**src/rtl/tea_pkg.sv**
```systemverilog
// ---------------------------------------------------------------------------
// tea_pkg
//   Shared definitions for the folded TEA cipher core.
//   - TEA_DELTA      : key-schedule constant.
//   - tea_state_e    : controller states (IDLE / RUN / DONE).
//   - KEY_K0..KEY_K3 : 32-bit word indices into the 128-bit key.
//   - key_word()     : extracts one 32-bit key word.
//   - tea_mix()      : the ((v<<4)+ka) ^ (v+sum) ^ ((v>>5)+kb) term shared by
//                      both half-rounds in both directions.
// ---------------------------------------------------------------------------
package tea_pkg;

    localparam logic [31:0] TEA_DELTA = 32'h9E3779B9;

    typedef enum logic [1:0] {
        IDLE = 2'd0,
        RUN  = 2'd1,
        DONE = 2'd2
    } tea_state_e;

    localparam int KEY_K0 = 0;
    localparam int KEY_K1 = 1;
    localparam int KEY_K2 = 2;
    localparam int KEY_K3 = 3;

    function automatic logic [31:0] key_word(input logic [127:0] key, input int idx);
        return key[idx*32 +: 32];
    endfunction

    function automatic logic [31:0] tea_mix(
        input logic [31:0] v,
        input logic [31:0] sum,
        input logic [31:0] ka,
        input logic [31:0] kb
    );
        return ((v << 4) + ka) ^ (v + sum) ^ ((v >> 5) + kb);
    endfunction

endpackage

```
**src/rtl/tea_round.sv**
```systemverilog
// ---------------------------------------------------------------------------
// tea_round
//   One full TEA round (two half-rounds plus the sum update), purely
//   combinational. mode=0 encrypts, mode=1 decrypts. The round uses the
//   incoming sum and hands the advanced sum to the next round in the chain.
//
//   Ports:
//     y_i, z_i, sum_i : 32-bit state entering the round
//     key             : 128-bit key, k0 in bits [31:0]
//     mode            : 0 = encrypt, 1 = decrypt
//     y_o, z_o, sum_o : 32-bit state leaving the round
// ---------------------------------------------------------------------------
module tea_round
    import tea_pkg::*;
#(
    parameter logic [31:0] DELTA = TEA_DELTA
) (
    input  logic [31:0]  y_i,
    input  logic [31:0]  z_i,
    input  logic [31:0]  sum_i,
    input  logic [127:0] key,
    input  logic         mode,
    output logic [31:0]  y_o,
    output logic [31:0]  z_o,
    output logic [31:0]  sum_o
);

    logic [31:0] k0, k1, k2, k3;

    assign k0 = key_word(key, KEY_K0);
    assign k1 = key_word(key, KEY_K1);
    assign k2 = key_word(key, KEY_K2);
    assign k3 = key_word(key, KEY_K3);

    // The second half-round consumes the value the first half-round just
    // produced, so the order inside each branch matters.
    always_comb begin
        if (!mode) begin
            y_o   = y_i + tea_mix(z_i, sum_i, k0, k1);
            z_o   = z_i + tea_mix(y_o, sum_i, k2, k3);
            sum_o = sum_i + DELTA;
        end else begin
            z_o   = z_i - tea_mix(y_i, sum_i, k2, k3);
            y_o   = y_i - tea_mix(z_o, sum_i, k0, k1);
            sum_o = sum_i - DELTA;
        end
    end

endmodule

```
**src/rtl/tea_cipher_core.sv**
```systemverilog
// ---------------------------------------------------------------------------
// tea_cipher_core
//   Folded TEA block cipher engine. Each clock in RUN applies UNROLL chained
//   rounds, so a block needs N = ROUNDS/UNROLL clocks. Encrypt or decrypt is
//   chosen per block at accept time. Valid/ready on both sides, with full
//   output backpressure and a same-edge handoff from DONE to the next block.
//
//   Parameters:
//     DELTA  : key-schedule constant
//     ROUNDS : full rounds per block (even, 2..64)
//     UNROLL : rounds per clock, must divide ROUNDS
//
//   Ports:
//     clk, resetn          : clock, asynchronous active-low reset
//     key[127:0]           : k0=[31:0] .. k3=[127:96], sampled at accept
//     in_data[63:0]        : y=[31:0], z=[63:32]
//     in_mode              : 0=encrypt, 1=decrypt, sampled at accept
//     in_valid / in_ready  : input handshake
//     out_data[63:0]       : {z, y} result
//     out_mode             : mode the result was produced with
//     out_valid / out_ready: output handshake
// ---------------------------------------------------------------------------
module tea_cipher_core
    import tea_pkg::*;
#(
    parameter logic [31:0] DELTA  = TEA_DELTA,
    parameter int          ROUNDS = 32,
    parameter int          UNROLL = 1
) (
    input  logic         clk,
    input  logic         resetn,
    input  logic [127:0] key,
    input  logic [63:0]  in_data,
    input  logic         in_mode,
    input  logic         in_valid,
    output logic         in_ready,
    output logic [63:0]  out_data,
    output logic         out_mode,
    output logic         out_valid,
    input  logic         out_ready
);

    localparam int                N        = ROUNDS / UNROLL;
    localparam int                CNT_W    = (N > 1) ? $clog2(N) : 1;
    localparam logic [CNT_W-1:0]  CNT_LAST = CNT_W'(N - 1);
    // Decryption walks the schedule backwards from the last encrypt sum.
    localparam logic [31:0]       SUM_DEC  = DELTA * 32'(ROUNDS);

    generate
        if (UNROLL < 1 || (ROUNDS % UNROLL) != 0) begin : g_bad_unroll
            $error("tea_cipher_core: UNROLL must be >= 1 and divide ROUNDS");
        end
        if (ROUNDS < 2 || ROUNDS > 64 || (ROUNDS % 2) != 0) begin : g_bad_rounds
            $error("tea_cipher_core: ROUNDS must be even and within 2..64");
        end
    endgenerate

    tea_state_e       state_q, state_d;
    logic [CNT_W-1:0] cnt_q, cnt_d;
    logic [31:0]      y_q, y_d;
    logic [31:0]      z_q, z_d;
    logic [31:0]      sum_q, sum_d;
    logic [127:0]     key_q, key_d;
    logic             mode_q, mode_d;
    logic [63:0]      out_data_q, out_data_d;
    logic             out_mode_q, out_mode_d;

    logic             accept;

    // ------------------------------------------------------------------
    // Round chain: UNROLL rounds between the state registers.
    // ------------------------------------------------------------------
    logic [31:0] y_chain   [UNROLL+1];
    logic [31:0] z_chain   [UNROLL+1];
    logic [31:0] sum_chain [UNROLL+1];

    assign y_chain[0]   = y_q;
    assign z_chain[0]   = z_q;
    assign sum_chain[0] = sum_q;

    for (genvar r = 0; r < UNROLL; r++) begin : g_round
        tea_round #(
            .DELTA (DELTA)
        ) u_round (
            .y_i   (y_chain[r]),
            .z_i   (z_chain[r]),
            .sum_i (sum_chain[r]),
            .key   (key_q),
            .mode  (mode_q),
            .y_o   (y_chain[r+1]),
            .z_o   (z_chain[r+1]),
            .sum_o (sum_chain[r+1])
        );
    end

    // ------------------------------------------------------------------
    // State register (and all other flops)
    // ------------------------------------------------------------------
    // NOTE: sequential state uses non-blocking assignments so every flop
    // samples the pre-edge values regardless of statement order.
    always_ff @(posedge clk or negedge resetn) begin
        if (!resetn) begin
            state_q    <= IDLE;
            cnt_q      <= '0;
            y_q        <= '0;
            z_q        <= '0;
            sum_q      <= '0;
            key_q      <= '0;
            mode_q     <= 1'b0;
            out_data_q <= '0;
            out_mode_q <= 1'b0;
        end else begin
            state_q    <= state_d;
            cnt_q      <= cnt_d;
            y_q        <= y_d;
            z_q        <= z_d;
            sum_q      <= sum_d;
            key_q      <= key_d;
            mode_q     <= mode_d;
            out_data_q <= out_data_d;
            out_mode_q <= out_mode_d;
        end
    end

    // ------------------------------------------------------------------
    // Output logic. in_ready is combinational from out_ready so DONE can
    // hand off to the next block on the same edge it drains the result.
    // ------------------------------------------------------------------
    always_comb begin
        in_ready  = (state_q == IDLE) || ((state_q == DONE) && out_ready);
        out_valid = (state_q == DONE);
    end

    assign out_data = out_data_q;
    assign out_mode = out_mode_q;
    assign accept   = in_valid && in_ready;

    // ------------------------------------------------------------------
    // Next-state logic
    // ------------------------------------------------------------------
    // NOTE: every signal driven in an always_comb gets a default on entry,
    // so no path leaves it unassigned and no latch is inferred.
    always_comb begin
        state_d = state_q;
        case (state_q)
            IDLE: if (accept) state_d = RUN;
            RUN:  if (cnt_q == '0) state_d = DONE;
            DONE: if (out_ready) state_d = accept ? RUN : IDLE;
            default: state_d = IDLE;
        endcase
    end

    // ------------------------------------------------------------------
    // Datapath next values
    // ------------------------------------------------------------------
    always_comb begin
        cnt_d      = cnt_q;
        y_d        = y_q;
        z_d        = z_q;
        sum_d      = sum_q;
        key_d      = key_q;
        mode_d     = mode_q;
        out_data_d = out_data_q;
        out_mode_d = out_mode_q;

        if (accept) begin
            y_d    = in_data[31:0];
            z_d    = in_data[63:32];
            key_d  = key;
            mode_d = in_mode;
            sum_d  = in_mode ? SUM_DEC : DELTA;
            cnt_d  = CNT_LAST;
        end else if (state_q == RUN) begin
            y_d   = y_chain[UNROLL];
            z_d   = z_chain[UNROLL];
            sum_d = sum_chain[UNROLL];
            if (cnt_q == '0) begin
                // Result registers are separate from y/z so the last result
                // survives the next accept until a new one completes.
                out_data_d = {z_chain[UNROLL], y_chain[UNROLL]};
                out_mode_d = mode_q;
            end else begin
                cnt_d = cnt_q - 1'b1;
            end
        end
    end

endmodule

```
**config.mk**
```make
export PLATFORM = sky130hd
export DESIGN_NAME = tea_cipher_core
export DESIGN_NICKNAME = d
export VERILOG_FILES = /design/src/rtl/tea_pkg.sv /design/src/rtl/tea_round.sv /design/src/rtl/tea_cipher_core.sv
export SDC_FILE = /design/constraint.sdc
export NUM_CORES = 2
export LEC_CHECK = 0
export CORE_MARGIN = 2
export CORE_UTILIZATION = 40
export CTS_CLUSTER_DIAMETER = 50
export DETAILED_ROUTE_END_ITERATION = 7
export SLEW_MARGIN = 20
export SYNTH_ARGS = -nofsm -noshare
export SYNTH_HDL_FRONTEND = slang
export SYNTH_SLANG_ARGS = --single-unit
```
**constraint.sdc**
```tcl
create_clock -name clk -period 8.5 [get_ports clk]
set_clock_uncertainty 0.1 [all_clocks]
set_input_delay 2.55 -clock clk [delete_from_list [all_inputs] [get_ports clk]]
set_output_delay 2.55 -clock clk [all_outputs]
set_load 0.05 [all_outputs]
```
==> flow_metrics.env <==
export IMPL_yosys_top_cells_area="dfrtp_1 (20%), ha_1 (18%), xnor2_1 (15%), nand2_1 (6.7%), a21oi_1 (5.8%)"
export IMPL_final_antenna_net_count=0
export IMPL_crit_type="flip-flop to flip-flop"
export IMPL_period_needed_ns=9.12
export IMPL_cts_max_level=2
export IMPL_synth_area_per_cell_sq_um=8.16
export IMPL_areaGrowthSynthToFinish_pct=52.2
export IMPL_violations="setup timing"
export IMPL_setup_slack_ns=-0.622
export IMPL_clkLatencyLatePin_ns=0.67
export IMPL_hold_start="out_data[34]"
export IMPL_synth_largest_area_cell="dfrtp_1"
export IMPL_path_buf_inv=1
export IMPL_slew_headroom=0.308
export IMPL_grt_pass1_vias=39100
export IMPL_cp_slowest_cell="dfrtp_1"
export IMPL_dieArea_sq_um=93100
export IMPL_grt_pass1_wl_um=236000
export IMPL_rows=110
export IMPL_cts_buffers=51
export IMPL_synth_seq_cells=297
export IMPL_track_usage=0.332
export IMPL_reg2regPathDepth=47
export IMPL_synth_most_common_cell="nand2_1"
export IMPL_critPathMaxStageDelay_ns=0.42
export IMPL_layout_cells_non_filler=7210
export IMPL_cp_arrival_ns=9.53
export IMPL_synthesis_nets=5177
export IMPL_wl_per_cell_um=22.1
export IMPL_yosysTopAreaCellShare=0.205
export IMPL_num_antenna_cells=0
export IMPL_drive_gt1_frac=0.318
export IMPL_cts_sinks=297
export IMPL_yosys_warnings=0
export IMPL_r2r_slack_ns=-0.62
export IMPL_start_util=0.403
export IMPL_hold_buffers=0
export IMPL_syn_inst=4445
export IMPL_io_buffers=263
export IMPL_ys_seq_area_frac=0.205
export IMPL_drtIter0Drc=3514
export IMPL_cp_max_fo=3
export IMPL_dp_hpwl_um=129000
export IMPL_whs_path_depth=2
export IMPL_required_ns=8.91
export IMPL_gp_congestion=0.980
export IMPL_r2r_start="z_q[0]"
export IMPL_clockBufferDepth=3
export IMPL_maxCapViolations=0
export IMPL_grt_max_degree=110
export IMPL_synthFlopType="dfrtp_1"
export IMPL_synth_area_sq_um=36300
export IMPL_antenna_found_initial=4
export IMPL_fmax_mhz=110
export IMPL_finalHoldViolCount=0
export IMPL_nNetsFinal=6724
export IMPL_drc=0
export IMPL_dr_pass1_iters=6
export IMPL_setup_viol=36
export IMPL_chipWidth_um=305
export IMPL_dpl_cell_area_sq_um=49400
export IMPL_clkTransAtPathRegs_ns=0.06
export IMPL_fin_area_sq_um=55200
export IMPL_tightest_slew_ns=1.04
export IMPL_status="complete, but fails checks"
export IMPL_synth_edf_count=0
export IMPL_rsz0062_at_grt="yes"
export IMPL_fin_crit_sh=1.07
export IMPL_r2r_end="out_data[63]"
export IMPL_crit_family="compound AO/OA/AOI/OAI gates"
export IMPL_crit_top_cell="xnor2_1"
export IMPL_core_sq_um=89900
export IMPL_critPathLaunchType="flip-flop"
export IMPL_die_h_um=305
export IMPL_cts_root_buf="clkbuf_16"
export IMPL_hold_path_class="flip-flop to flip-flop"
export IMPL_netlist_cell_type_count=81
export IMPL_place_ws_ns=-1.29
export IMPL_endpoint_kind="flip-flop"
export IMPL_viasPerCell=5.55
export IMPL_maxSlewViolCount=0
export IMPL_cts_tree="done"
export IMPL_startpoint="z_q[0]"
export IMPL_boundaryPins=264
export IMPL_drt_total_wl_um=160000
export IMPL_async_flop_share=1.00
export IMPL_dp_cells=7023
export IMPL_hold_path_end="out_data[34]"
export IMPL_grt_overflow_total=0
export IMPL_synth_common_cells="nand2_1 (647), xnor2_1 (624), ha_1 (518)"
export IMPL_vias=40000
==> placed cells by master, fill, tap and decap left out, types with 171 or more instances in the layout <==
| cell type | count |
|---|---|
| o21ai_0 | 202 |
| clkdlybuf4s50_1 | 262 |
| xnor2_1 | 532 |
| ha_1 | 466 |
| buf_4 | 1285 |
| nand2_1 | 639 |
| dfrtp_1 | 290 |
| a21o_1 | 255 |
| a21oi_1 | 314 |
| nor2_1 | 171 |
==> registers in the layout, summed over array words and instances, names as in the netlist <==
register  flops
key_q       128
out_data     64
sum_q        32
y_q          32
z_q          32
cnt_q         5
state_q       2
mode_q        1
out_mode      1
==> metal layers <==
metal / part of all wire / track usage / up-vias
met5: 0.00046 / 0 / -
met4: 0.027 / 0.0815 / 4
met3: 0.085 / 0.0490 / 245
met2: 0.42 / 0.507 / 1570
li1: - / - / 19000
met1: 0.46 / 0.489 / 19200
==> final cells by class <==
type / count / area (sq um)
Inverter: 118 / 443
Tap cell: 1176 / 1470
Fill cell: 7897 / 34700
Clock buffer: 62 / 1390
Multi-Input combinational cell: 3938 / 31300
Clock inverter: 33 / 390
Timing Repair Buffer: 1586 / 12700
Sequential cell: 297 / 7440
==> metrics by stage <==
stage / hold slack, ns / util / TNS [ns]
4_1_cts: 0.382 / 0.593 / -4.22
2_1_floorplan: 0.365 / - / 0
3_3_place_gp: 0.360 / 0.549 / -37.20
3_5_place_dp: 0.370 / 0.549 / -40.65
5_1_grt: 0.412 / 0.614 / -26.75
6_report: 0.376 / 0.614 / -11.35
==> how the worst max path moves through the flow <==
stage | end | slack [ns] | depth (start not counted)
global placement | out_data[31] | -1.21 | 43
finish | out_data[63] | -0.62 | 47
global route | out_data[63] | -1.06 | 46
CTS | z_q[31] | -0.47 | 46
detailed placement | z_q[31] | -1.29 | 49
floorplan | y_q[31] | 0.008 | 42
==> logic make-up (layout without fill, tap and decap cells) <==
family / Yosys count / in the layout / synth area share
AOI/OAI and AO/OA: 1381 / 1381 / 0.240
adders and majority gates: 535 / 535 / 0.188
buffers and inverters: 210 / 1799 / 0.0217
muxes: 32 / 32 / 0.00911
xor gates and xnor gates: 743 / 743 / 0.183
and+or+nand+nor: 1247 / 1247 / 0.153
DFF: 297 / 297 / 0.205
==> worst register-to-register path: cells and delay by family (launching register included) <==
| kind | cells | cell delay, ns |
|---|---|---|
| AOI/OAI and AO/OA | 22 | 3.76 |
| xor gates and xnor gates | 15 | 2.67 |
| adders and majority gates | 5 | 1.44 |
| DFF | 1 | 0.42 |
| and+or+nand+nor | 3 | 0.24 |
| muxes | 1 | 0.19 |
| buffers and inverters | 1 | 0.16 |
==> what timing repair did <==
item / 4_1_cts / 5_1_grt
gates cloned: 0 / 0
gates resized for setup: 339 / 283
pin swaps: 285 / 247
hold endpoints to repair: 0 / 0
endpoints found under the setup margin: 66 / 70
buffers inserted: 56 / 50
Power is left out: the tool's default activity adds up to more than one toggle a clock period on the data nets, which glitch-free logic cannot reach.
